`src/rtl/mips_port_io.sv`:
```
// mips_port_io: memory-mapped I/O peripheral on the MIPS data-memory bus.
// A 16-byte register window provides a store-fed output FIFO with a
// valid/ready consumer port, a synchronized input port, and status/control.
module mips_port_io #(
   parameter logic [31:0] BASE_ADDR  = 32'h1001_0000,
   parameter int          IN_WIDTH   = 8,
   parameter int          FIFO_DEPTH = 4
) (
   input  logic                clk,
   input  logic                reset,
   input  logic                mem_write,
   input  logic                mem_read,
   input  logic [31:0]         address,
   input  logic [31:0]         write_data,
   output logic [31:0]         read_data,
   input  logic [IN_WIDTH-1:0] PortIn,
   output logic [31:0]         PortOut,
   output logic                port_valid,
   input  logic                port_ready
);

   localparam int PTR_W = $clog2(FIFO_DEPTH);
   localparam int CNT_W = PTR_W + 1;

   typedef enum logic [1:0] {
      REG_DATA_OUT = 2'd0,
      REG_DATA_IN  = 2'd1,
      REG_STATUS   = 2'd2,
      REG_CONTROL  = 2'd3
   } reg_sel_e;

   // FIFO state
   logic [31:0]      mem [FIFO_DEPTH];
   logic [PTR_W-1:0] rd_ptr;
   logic [PTR_W-1:0] wr_ptr;
   logic [CNT_W-1:0] count;

   // Input path and sticky flags
   logic [IN_WIDTH-1:0] sync_1;
   logic [IN_WIDTH-1:0] in_sync;
   logic [IN_WIDTH-1:0] in_prev;
   logic                in_changed;
   logic                overflow;

   // Bus decode
   reg_sel_e reg_sel;
   logic     hit;
   logic     push;
   logic     ctrl_write;
   logic     flush;
   logic     clear_flags;
   logic     pop;
   logic     empty;
   logic     full;
   logic     do_push;
   logic     do_pop;
   logic     overflow_set;
   logic     change_set;
   logic     unused_addr_bits;

   // Byte lane within a word is irrelevant to this register map.
   assign unused_addr_bits = ^address[1:0];

   assign hit         = (address[31:4] == BASE_ADDR[31:4]);
   assign reg_sel     = reg_sel_e'(address[3:2]);
   assign push        = mem_write && hit && (reg_sel == REG_DATA_OUT);
   assign ctrl_write  = mem_write && hit && (reg_sel == REG_CONTROL);
   assign flush       = ctrl_write && write_data[1];
   assign clear_flags = ctrl_write && write_data[0];

   assign empty      = (count == '0);
   assign full       = (count == CNT_W'(FIFO_DEPTH));
   assign port_valid = !empty;
   assign PortOut    = empty ? '0 : mem[rd_ptr];
   assign pop        = port_valid && port_ready;

   // Flush overrides everything; a push into a full FIFO only lands if a
   // pop frees the head slot in the same cycle.
   assign do_pop       = pop && !flush;
   assign do_push      = push && !flush && (!full || pop);
   assign overflow_set = push && !flush && full && !pop;
   assign change_set   = (in_sync != in_prev);

   // FIFO storage: written on an accepted push
   // NOTE: the storage array has no reset; count gates every read of it, so
   // stale contents are never visible and the array can map to plain RAM.
   always_ff @(posedge clk) begin
      if (do_push) begin
         mem[wr_ptr] <= write_data;
      end
   end

   // FIFO pointers and occupancy count
   // NOTE: all sequential state uses non-blocking assignments so every
   // register samples pre-edge values regardless of block ordering.
   always_ff @(posedge clk or negedge reset) begin
      if (!reset) begin
         rd_ptr <= '0;
         wr_ptr <= '0;
         count  <= '0;
      end else if (flush) begin
         rd_ptr <= '0;
         wr_ptr <= '0;
         count  <= '0;
      end else begin
         if (do_push) begin
            wr_ptr <= wr_ptr + PTR_W'(1);
         end
         if (do_pop) begin
            rd_ptr <= rd_ptr + PTR_W'(1);
         end
         case ({do_push, do_pop})
            2'b10:   count <= count + CNT_W'(1);
            2'b01:   count <= count - CNT_W'(1);
            default: count <= count;
         endcase
      end
   end

   // Two-flop synchronizer plus previous-value register for change detection
   always_ff @(posedge clk or negedge reset) begin
      if (!reset) begin
         sync_1  <= '0;
         in_sync <= '0;
         in_prev <= '0;
      end else begin
         sync_1  <= PortIn;
         in_sync <= sync_1;
         in_prev <= in_sync;
      end
   end

   // Sticky status flags: a set in the same cycle as a clear wins
   always_ff @(posedge clk or negedge reset) begin
      if (!reset) begin
         in_changed <= 1'b0;
         overflow   <= 1'b0;
      end else begin
         if (change_set) begin
            in_changed <= 1'b1;
         end else if (clear_flags) begin
            in_changed <= 1'b0;
         end
         if (overflow_set) begin
            overflow <= 1'b1;
         end else if (clear_flags) begin
            overflow <= 1'b0;
         end
      end
   end

   // Combinational load path from current registered state
   always_comb begin
      // NOTE: default first so every path assigns read_data and no latch forms.
      read_data = '0;
      if (mem_read && hit) begin
         case (reg_sel)
            REG_DATA_OUT: read_data = PortOut;
            REG_DATA_IN:  read_data = 32'(in_sync);
            REG_STATUS:   read_data = {24'd0, 4'(count), overflow, in_changed, full, empty};
            REG_CONTROL:  read_data = '0;
            default:      read_data = '0;
         endcase
      end
   end

endmodule
```
`config.mk`:
```
export PLATFORM = sky130hd
export DESIGN_NAME = mips_port_io
export DESIGN_NICKNAME = d
export VERILOG_FILES = /design/src/rtl/mips_port_io.sv
export SDC_FILE = /design/constraint.sdc
export NUM_CORES = 1
export LEC_CHECK = 0
export BUFFER_PORTS_ARGS = -buffer_cell sky130_fd_sc_hd__buf_4
export CAP_MARGIN = 20
export CORE_ASPECT_RATIO = 1.25
export CORE_MARGIN = 5
export CORE_UTILIZATION = 50
export CTS_BUF_LIST = sky130_fd_sc_hd__clkbuf_8
export CTS_CLUSTER_SIZE = 14
export DETAILED_ROUTE_END_ITERATION = 8
export PLACE_DENSITY = 0.73
export SKIP_CTS_REPAIR_TIMING = 1
export SLEW_MARGIN = 30
export SYNTH_ARGS = -nofsm -noshare
export SYNTH_HDL_FRONTEND = slang
export SYNTH_SLANG_ARGS = --single-unit
```
`constraint.sdc`:
```
create_clock -name clk -period 3.9 [get_ports clk]
set_input_delay 0.975 -clock clk [delete_from_list [all_inputs] [get_ports clk]]
set_output_delay 0.975 -clock clk [all_outputs]
set_load 0.005 [all_outputs]
```
Yosys cells after proc, flatten, opt, wreduce, memory -nomap -nowiden
Memory sizes are Yosys's and may differ from the RTL's.
Cells that the tools add are included.
{"block": "op_classes", "add_sub_neg": 4, "n_eq_ne": 8, "mux": 14, "n_reduce_logical": 24}
{"cell": "$pmux W32 S4", "n": 1}
{"cell": "$mux W32", "n": 2}
{"cell": "$eq A28 B25 Y1 const B", "n": 1}
{"cell": "$logic_and A1 B1 Y1", "n": 12}
{"cell": "$mux W2", "n": 4}
{"cell": "$ne A8 B8 Y1", "n": 1}
{"cell": "$reduce_bool A2 Y1", "n": 4}
{"cell": "$eq A2 B2 Y1 const B", "n": 3}
{"cell": "$pmux W3 S2", "n": 1}
{"cell": "$mux W1", "n": 5}
{"cell": "$add A2 B1 Y2 const B", "n": 2}
{"cell": "$eq A2 B1 Y1 const B", "n": 2}
{"cell": "$logic_not A1 Y1", "n": 4}
{"cell": "$add A3 B1 Y3 const B", "n": 1}
{"cell": "$eq A3 B3 Y1 const B", "n": 1}
{"cell": "$logic_not A3 Y1", "n": 1}
{"cell": "$mux W3", "n": 1}
{"cell": "$reduce_bool A3 Y1", "n": 1}
{"cell": "$sub A3 B1 Y3 const B", "n": 1}
{"cell": "$logic_not A2 Y1", "n": 1}
{"cell": "$logic_or A1 B1 Y1", "n": 1}
{"block": "totals", "reg_bits": 33, "ram_bits": 128, "output_inout_bits": 65, "elab_cells": 59, "memories": 1}
{"name": "mem", "depth": 4, "word_bits": 32, "rd": 1, "rd_ports_with_merged_regs": 0, "write_ports": 1, "line_no": "33", "source": "logic [31:0] mem [FIFO_DEPTH];"}

Depth between registers and ports, before layout
Gate-level depths: netlist of run 1.
{"block": "depth", "ltp_word": 10, "depth_mapped": 11}

Worst setup path after synthesis of run 1
Ideal clock, no wire load.
{"block": "synth_path", "kind": "input port to output port", "start": "in address[14]", "end": "out read_data[27]", "t_arrival_ns": 2.503, "path_slack_ns": 0.422, "cell_stages": 7, "n_path_buf": 2, "path_cell_list": "nor4b_2 nand4_2 or3_1 buf_6 nand2b_4 buf_6 nor3b_1"}
{"block": "synth_between", "elab_chain_cells": 3}
{"item": "start: declaration", "line_no": "13", "source": "input logic [31:0] address,"}
{"item": "$eq A28 B25 Y1", "line_no": "64", "source": "assign hit = (address[31:4] == BASE_ADDR[31:4]);"}
{"item": "$logic_and A1 B1 Y1", "line_no": "156", "source": "if (mem_read && hit) begin"}
{"item": "$mux W32", "line_no": "156"}
{"item": "end: declaration", "line_no": "15", "source": "output logic [31:0] read_data,"}
No other way between the ends.

Worst setup path after layout of run 1
{"block": "layout_path", "start": "in address[20]", "end": "out read_data[27]"}
The elaborated chain is that of the path after synthesis.

==> results.cfg, run 1 <==
[clocking]
h-tree-depth = 4
path_clk_slew_ns = 0.09
clkSinkCount = 161
cts_tree = yes
cts_root_buffer = clkbuf_8
cts_buffer_depth = 2
clk_latency_ns = 0.46
numCtsBuffers = 17

[floorplanning]
core_sq_mm = 0.0132
start_util_pct = 50.5
chipHeight_um = 139
pin_count = 142
fp-row-count = 47
dieWidth_um = 113
die_area_sq_mm = 0.0157

[timing]
rsz0062_at_grt = no
post-route-period-util_pct = 94.5
tightestPinTransition_ns = 0.665
clock.fmax_mhz = 271
finalSetupTns_ns = 0
relSlewSlack_pct = 55.7
period_minus_slack_ns = 3.68
setup_viol = 0
hold_viol_final = 0
slew_violations = 0
skew_ns = 0.00913

[grt]
grt_pass1_vias = 4194
grt-ovfl-total = 0
grt_max_degree = 34
antenna_found_initial = 0
grt_pass1_wl_mm = 22.3
track_usage_pct = 18.7

[routing]
via_count = 3908
dr.pass1.iters = 4
drtAntennaViolNets = 0
drc = 0
drtIter0Drc = 209
drt-total-wl_mm = 14.0
viasPerCell = 5.41
wire_per_inst_um = 19.3

[layout]
final_common_cell = buf_4
drive_gt1_share_pct = 42.0
final_cell_mix = buf_4 (148), edfxtp_1 (128), mux4_2 (32), and2_1 (32), dfrtp_1 (31)
stdcell_count = 723
insertedDiodeCount = 0
num-nets-final = 621
syn2layout_area_growth_pct = 25.4
final_area_sq_mm = 0.00834
nFillCells = 952

[worst_setup_path]
reg2reg_depth = 10
ff2ff_setup_slack_ns = 1.09
worstPathArrival_ns = 2.71
critPathSlowestCell = or3_1
cp_slowest_stage_delay_ns = 0.40
regToRegEndpoint = count[2]$_DFFE_PN0P_
cp_top_family = simple AND/OR/NAND/NOR gates
cp-endpoint = read_data[27]
r2r-start = count[1]$_DFFE_PN0P_
path_buf_inv = 2
cp.required_ns = 2.92
setup.worst_path.end_class = output pin
cp.depth = 7
crit_top_cell = buf_4
crit_chain = buf_4 > nor4_1 > nand2_1 > or3_1 > nand2b_4 > nor3b_1 > buf_4
cp-startpoint = address[20]
cp_max_fo = 24
path_class = in -> out
cp-start-kind = primary input

[synth]
synthCells = 387
syn_nets = 469
synth_area_per_cell_sq_um = 17.2
synthArstFlopShare_pct = 20.5
synth-seq-area-share_pct = 70.2
yosysUniqueCellTypes = 43
syn-cell-area_sq_mm = 0.00665
synth-seq-cells = 161
synth_ff_type = edfxtp_1
synth-edff-count = 128
synth_warnings = 0

[run]
max_cap_violations = 0

[placement]
placed_cell_area_sq_mm = 0.00799
dp_hpwl_mm = 9.58
numPortBuffers = 139
gp_congestion = 0.830
place_inst = 691

[pwr]
leakage_uw = 0.00309
finalPower_uw = 4580
powerDensity_mw_per_mm2 = 549
max-vdd-ir-drop_uv = 402

[hold_path]
min_path_type = reg -> reg

[run_status]
status = complete, no violations
==> worst min-delay path by stage <==
stage                           endpoint  slack [ns]  cells past startpoint                start
detailed placement  in_sync[5]$_DFF_PN0_        0.34                      0  sync_1[5]$_DFF_PN0_
global placement    in_sync[5]$_DFF_PN0_        0.33                      0  sync_1[5]$_DFF_PN0_
floorplan           in_sync[0]$_DFF_PN0_        0.33                      0  sync_1[0]$_DFF_PN0_
finish              in_sync[5]$_DFF_PN0_        0.36                      0  sync_1[5]$_DFF_PN0_
global route        in_sync[5]$_DFF_PN0_        0.36                      0  sync_1[5]$_DFF_PN0_
CTS                 in_sync[6]$_DFF_PN0_        0.36                      0  sync_1[6]$_DFF_PN0_
==> report_power, final <==
| group | total, uW | internal (uW) | switching, uW | leakage [uW] |
|---|---|---|---|---|
| clock | 1090 | 464 | 626 | 0.000191 |
| sequential | 2040 | 1900 | 149 | 0.00153 |
| combinational | 1440 | 867 | 577 | 0.00137 |
==> layout make-up <==
class                   count  area [sq um]  area share [%]
clock buffers              18           248            2.97
clock inverters            14           103            1.23
inverters                   6          22.5           0.270
multi-input cells         200          1870            22.5
flip-flops and latches    161          4670            56.0
well taps                 171           214            2.56
repair buffers            153          1210            14.5
==> cell usage after synthesis (all sizes together) (2+ instances only) <==
| cell type | n | area share (%) |
|---|---|---|
| a21oi | 8 | 0.60 |
| nand4 | 7 | 0.75 |
| clkbuf | 13 | 0.73 |
| dfrtp | 33 | 12 |
| a22oi | 3 | 0.34 |
| and2b | 2 | 0.23 |
| nand3 | 8 | 0.60 |
| nor4 | 6 | 0.85 |
| mux4 | 32 | 11 |
| mux2i | 3 | 0.45 |
| o21ai | 4 | 0.30 |
| xnor2 | 8 | 1.1 |
| and2 | 36 | 3.4 |
| inv | 5 | 0.28 |
| or3 | 2 | 0.19 |
| nor2 | 11 | 0.87 |
| buf | 7 | 0.71 |
| xor2 | 3 | 0.40 |
| nor4b | 6 | 0.98 |
| nor2b | 21 | 2.0 |
| ha | 4 | 0.75 |
| nor3 | 5 | 0.38 |
| edfxtp | 128 | 58 |
| nor3b | 2 | 0.23 |
| a31oi | 5 | 0.47 |
| nand2 | 13 | 0.73 |
==> stage by stage <==
| stage | hold slack [ns] | utilization [%] | setup slack, ns |
|---|---|---|---|
| after floorplan | 0.331 | - | 0.422 |
| after CTS | 0.362 | 63.3 | 0.114 |
| final | 0.356 | 63.3 | 0.215 |
| after global routing | 0.365 | 63.3 | 0.0718 |
| after global placement | 0.332 | 60.6 | 0.241 |
| after detailed placement | 0.342 | 60.6 | 0.130 |
==> kinds of logic (layout without fill, tap and decap cells) <==
group                      Yosys count  in the layout  share of synthesized area (%)
muxes                               36             36                           11.5
AOI/OAI and AO/OA                   27             27                           2.56
buffers and inverters               26            191                           1.79
and+or+nand+nor                    121            121                           11.5
adders and majority gates            5              5                           1.05
xor gates and xnor gates            11             11                           1.45
DFF                                161            161                           70.2
==> flip-flops by register name (all words and copies together), names as in the netlist <==
name	cells
count	3
in_changed	1
in_prev	8
in_sync	8
mem	128
overflow	1
rd_ptr	2
sync_1	8
wr_ptr	2
==> routing by layer <==
layer / GRT usage (%) / part of all wire, % / up-vias
li1: - / - / 1792
met1: 22.4 / 40 / 1953
met2: 31.6 / 52 / 141
met3: 5.67 / 6.7 / 22
met4: 7.15 / 2.0 / 0
met5: 0 / 0 / -
(Power assumes the default switching activity.)
==> run 2, diff against run 1 <==
- CTS_BUF_LIST: sky130_fd_sc_hd__clkbuf_8 -> sky130_fd_sc_hd__clkbuf_2
==> run 2 against run 1 <==
Against the previous run: hold slack got worse by 0.21 ns; count of clock-buffer cells in the layout unchanged; register-to-register slack about the same; maximum frequency about the same; flip-flop and latch count unchanged; via count decreased by 0.31%; die area unchanged; sequential share of layout area increased by 1.1 points; non-clock buffer count unchanged; sequential power about the same; global-route usage about the same; critical path type unchanged; critical endpoint unchanged; largest cell class unchanged.
==> results.cfg, run 2 (synthesis results as in run 1) <==
[grt]
grt-ovfl-total = 0
antenna_found_initial = 0
grt_pass1_vias = 4221
grt_pass1_wl_mm = 22.3
track_usage_pct = 18.6
grt_max_degree = 34

[layout]
num-nets-final = 621
final_area_sq_mm = 0.00819
stdcell_count = 723
drive_gt1_share_pct = 42.2
largest_register_ffs = 128
final_common_cell = buf_4
final_cell_mix = buf_4 (148), edfxtp_1 (128), mux4_2 (32), and2_1 (32), dfrtp_1 (31)
insertedDiodeCount = 0
syn2layout_area_growth_pct = 23.1
final_util_pct = 62.2
largest-register = mem

[placement]
placed_cell_area_sq_mm = 0.00799
dp_hpwl_mm = 9.58
gp_congestion = 0.830
place_inst = 691
numPortBuffers = 139

[run_status]
status = complete, no violations

[hold_path]
min_path_type = in -> async

[worst_setup_path]
regToRegEndpoint = count[2]$_DFFE_PN0P_
setup.worst_path.end_class = output pin
crit_top_cell = buf_4
path_class = in -> out
cp_slowest_stage_delay_ns = 0.40
critPathSlowestCell = or3_1
cp.depth = 7
ff2ff_setup_slack_ns = 1.09
reg2reg_depth = 10
worstPathArrival_ns = 2.71
cp-start-kind = primary input
crit_chain = buf_4 > nor4_1 > nand2_1 > or3_1 > nand2b_4 > nor3b_1 > buf_4
cp_max_fo = 24
cp_top_family = simple AND/OR/NAND/NOR gates
r2r-start = count[1]$_DFFE_PN0P_
path_buf_inv = 2
cp.required_ns = 2.92

[routing]
drtAntennaViolNets = 0
drtIter0Drc = 191
viasPerCell = 5.39
via_count = 3896
wire_per_inst_um = 19.1
dr.pass1.iters = 4
drt-total-wl_mm = 13.8
drc = 0

[floorplanning]
start_util_pct = 50.5
pin_count = 142
chipHeight_um = 139
dieWidth_um = 113
core_sq_mm = 0.0132
fp-row-count = 47
die_area_sq_mm = 0.0157

[timing]
finalSetupTns_ns = 0
rsz0062_at_grt = no
skew_ns = 0.0230
slew_violations = 0
clock.fmax_mhz = 271
period_minus_slack_ns = 3.68
tightestPinTransition_ns = 0.659
setup_viol = 0
relSlewSlack_pct = 56.1
post-route-period-util_pct = 94.5
hold_viol_final = 0

[pwr]
leakage_uw = 0.00303
max-vdd-ir-drop_uv = 336
powerDensity_mw_per_mm2 = 520

[clocking]
path_clk_slew_ns = 0.24
cts_buffer_depth = 2
clk_latency_ns = 0.72
cts_root_buffer = clkbuf_2
cts_tree = yes
h-tree-depth = 4
numCtsBuffers = 17
clkSinkCount = 161

[run]
max_cap_violations = 0
run 2: cell count changes in the layout (fill, tap and decap cells not counted):
cell      before  now
clkbuf_2       0   18
clkbuf_8      18    0
dfrtp_2        2    1
dfrtp_4        0    1
inv_1          6    5
inv_2          0    1
run 2: through the flow:
stage | setup slack, ns | power [uW] | hold WS (ns)
3_5_place_dp | 0.130 | 3550 | 0.342
6_report | 0.216 | 4260 | 0.142
3_3_place_gp | 0.241 | 3520 | 0.332
5_1_grt | 0.0331 | 4520 | 0.0759
2_1_floorplan | 0.422 | 2880 | 0.331
4_1_cts | 0.0590 | 4330 | 0.0650
run 2: area by class of cell:
cell class	count	area, sq um
Fill cell	980	4980
Sequential cell	161	4670
Multi-Input combinational cell	200	1870
Timing Repair Buffer	153	1210
Tap cell	171	214
Clock inverter	14	103
Clock buffer	18	90.1
Inverter	6	22.5
run 2: worst max path at each step:
stage / from / slack [ns] / endpoint
2_1_floorplan: address[14] / 0.42 / read_data[27]
3_5_place_dp: address[20] / 0.13 / read_data[31]
4_1_cts: rd_ptr[0]$_DFFE_PN0P_ / 0.06 / read_data[14]
5_1_grt: rd_ptr[1]$_DFFE_PN0P_ / 0.03 / read_data[6]
3_3_place_gp: address[19] / 0.24 / read_data[31]
6_report: address[20] / 0.22 / read_data[27]
run 2: worst reg2reg max path, stage by stage, from the launching register on:
cell and delay [ns]:
dfrtp_1 0.53, nor3_1 0.27, inv_1 0.28, buf_4 0.28, nand2_1 0.22, nor2_1 0.10, fa_1 0.43, nand2_1 0.10
o21ai_0 0.09, a221oi_1 0.31, o21ai_0 0.11
run 2: report_power, final:
group | internal, uW | switching [uW]
Combinational | 867 | 571
Clock | 180 | 597
Sequential | 1900 | 147
run 2: routing by layer:
| metal | track usage (%) | share of wire, % | wire, um | vias up |
|---|---|---|---|---|
| met1 | 22.4 | 39 | 5420 | 1960 |
| met5 | 0 | 0 | 0 | - |
| li1 | - | - | - | 1788 |
| met2 | 31.7 | 53 | 7290 | 135 |
| met3 | 5.06 | 6.7 | 929 | 13 |
| met4 | 7.53 | 1.4 | 195 | 0 |
==> run 3, diff against run 2 <==
- ABC_AREA: default -> 1
==> run 3 against run 2 <==
Against the previous run: combinational power up 30%; flip-flop and latch count did not move; sequential power decreased by 5%; global-route usage grew 0.41 points; core utilization decreased by 0.58 points; first-iteration DRC count grew 34%; critical path depth did not move; power grew 9.3%; design area grew 3.0%; non-clock buffer count rose by 3.
==> results.cfg, run 3 <==
[pwr]
leakage_uw = 0.00330
powerDensity_mw_per_mm2 = 552
finalPower_uw = 4660
switching_share_pct = 36.7
p_clk_share_pct = 18.1
comb_power_share_pct = 40.1
p_seq_share_pct = 41.7
power_switching_uw = 1710
max-vdd-ir-drop_uv = 279
internal-power_uw = 2950

[placement]
place_inst = 932
numPortBuffers = 139
pre_cts_slack_ns = 0.461
gp_congestion = 0.799
dp_hpwl_mm = 10.5

[routing]
drt-total-wl_mm = 15.4
drc = 0
drtAntennaViolNets = 0
drtIter0Drc = 255
wire_per_inst_um = 15.9
viasPerCell = 5.24
via_count = 5054
dr.pass1.iters = 5

[timing]
tightestPinTransition_ns = 0.668
setup_ws_ns = 0.336
setup_viol = 0
period_minus_slack_ns = 3.56
slew_violations = 0
clock.fmax_mhz = 281
post-route-period-util_pct = 91.4
finalSetupTns_ns = 0
relSlewSlack_pct = 55.5
rsz0062_at_grt = no
hold_viol_final = 0
skew_ns = 0.0391

[layout]
drive_gt1_share_pct = 26.9
multi_input_area_sq_mm = 0.00198
syn2layout_area_growth_pct = 22.1
num-nets-final = 858
nFillCells = 1089
stdcell_count = 964
insertedDiodeCount = 0
final_util_pct = 61.6
largest_register_ffs = 128
final_cell_mix = nor2_1 (173), buf_4 (153), edfxtp_1 (128)
regArea_sq_mm = 0.00467
final_common_cell = nor2_1
largest-register = mem

[worst_setup_path]
cp-startpoint = rd_ptr[0]$_DFFE_PN0P_
worstPathArrival_ns = 2.59
path_buf_inv = 3
cp_max_fo = 42
r2r-start = count[2]$_DFFE_PN0P_
crit_chain = clkinv_2 > buf_4 > o21ai_0 > a21oi_1 > nand2_1 > nor2_1 > buf_4
cp.required_ns = 2.92
cp_top_family = buffers and inverters
crit_top_cell = buf_4
setup.worst_path.end_class = output pin
critPathSlowestCell = dfrtp_2
reg2reg_depth = 11
cp_slowest_stage_delay_ns = 0.46
cp-start-kind = register
cp.depth = 7
path_class = reg -> out
ff2ff_setup_slack_ns = 1.44

[run]
max_cap_violations = 0

[floorplanning]
dieWidth_um = 115
pin_count = 142
die_area_sq_mm = 0.0163
start_util_pct = 50.4
chipHeight_um = 141
core_sq_mm = 0.0137
fp-row-count = 48

[grt]
grt-ovfl-total = 0
grt_max_degree = 66
grt_pass1_vias = 4997
track_usage_pct = 19.0
antenna_found_initial = 0
grt_pass1_wl_mm = 24.1

[run_status]
status = complete, no violations

[clocking]
h-tree-depth = 4
cts_tree = yes
clk_latency_ns = 0.68
path_clk_slew_ns = 0.26
cts_root_buffer = clkbuf_2
cts_buffer_depth = 2
clkSinkCount = 161
numCtsBuffers = 17

[synth]
synth_area_per_cell_sq_um = 10.9
syn_nets = 713
synth_common_cells = nor2_1 (177), edfxtp_1 (128), nand2_1 (66)
yosysUniqueCellTypes = 43
yosys.area.top_type_share_pct = 55.7
synth-edff-count = 128
synthCells = 631
synthArstFlopShare_pct = 20.5
syn-cell-area_sq_mm = 0.00690
synth_ff_type = edfxtp_1
synth-seq-area-share_pct = 67.6
synth_most_common_cell = nor2_1
synth_area_leaders = edfxtp_1 (56%), dfrtp_1 (12%), nor2_1 (9.6%), o21ai_0 (4.3%), nand2_1 (3.6%)
synth-seq-cells = 161
synth_top_area_cell = edfxtp_1
synth_warnings = 0

[hold_path]
min_path_type = in -> async
run 3: cell types whose count changed in the layout (fill, tap and decap cells not counted), moves of 21 or more:
cell,delta
mux4_2,-32
nor2b_1,-21
o21ai_0,+56
a21oi_1,+25
and2_1,-31
nor2_1,+163
nand2_1,+53
inv_1,+27
run 3: layer usage:
| layer | up-vias | wire length (um) | GRT usage (%) |
|---|---|---|---|
| li1 | 2440 | - | - |
| met1 | 2398 | 6000 | 23.7 |
| met2 | 189 | 7970 | 32.4 |
| met3 | 27 | 1040 | 4.22 |
| met4 | 0 | 336 | 7.23 |
| met5 | - | 0 | 0 |
run 3: cell type report:
type | instances | area share [%]
clock inverters | 14 | 1.66
repair buffers | 156 | 14.2
clock buffers | 18 | 1.07
multi-input cells | 405 | 23.5
well taps | 175 | 2.60
flip-flops and latches | 161 | 55.4
inverters | 35 | 1.57
run 3: kinds of logic after synthesis:
group	synth area share, %
adders and majority gates	1.01
AOI/OAI and AO/OA	8.61
DFF	67.6
xor gates and xnor gates	0.761
buffers and inverters	4.13
and+or+nand+nor	17.9
run 3: worst paths after layout:
check | to
max in group asynchronous | rd_ptr[0]$_DFFE_PN0P_
min reg2reg | in_sync[1]$_DFF_PN0_
min in group clk | sync_1[7]$_DFF_PN0_
max reg2reg | count[2]$_DFFE_PN0P_
max | read_data[20]
min | sync_1[0]$_DFF_PN0_
run 3: power groups by stage:
stage / sequential [uW] / clock [uW] / combinational, uW
floorplan: 1970 / 0 / 1080
global placement: 1980 / 0 / 1830
detailed placement: 1980 / 0 / 1880
CTS: 1940 / 869 / 1890
global route: 1950 / 955 / 2070
finish: 1940 / 844 / 1870
run 3: metrics by stage:
stage / hold slack, ns / cell area (sq um)
2_1_floorplan: 0.331 / 6900
3_3_place_gp: 0.333 / 8200
3_5_place_dp: 0.335 / 8200
4_1_cts: 0.115 / 8430
5_1_grt: 0.0917 / 8430
6_report: 0.170 / 8430
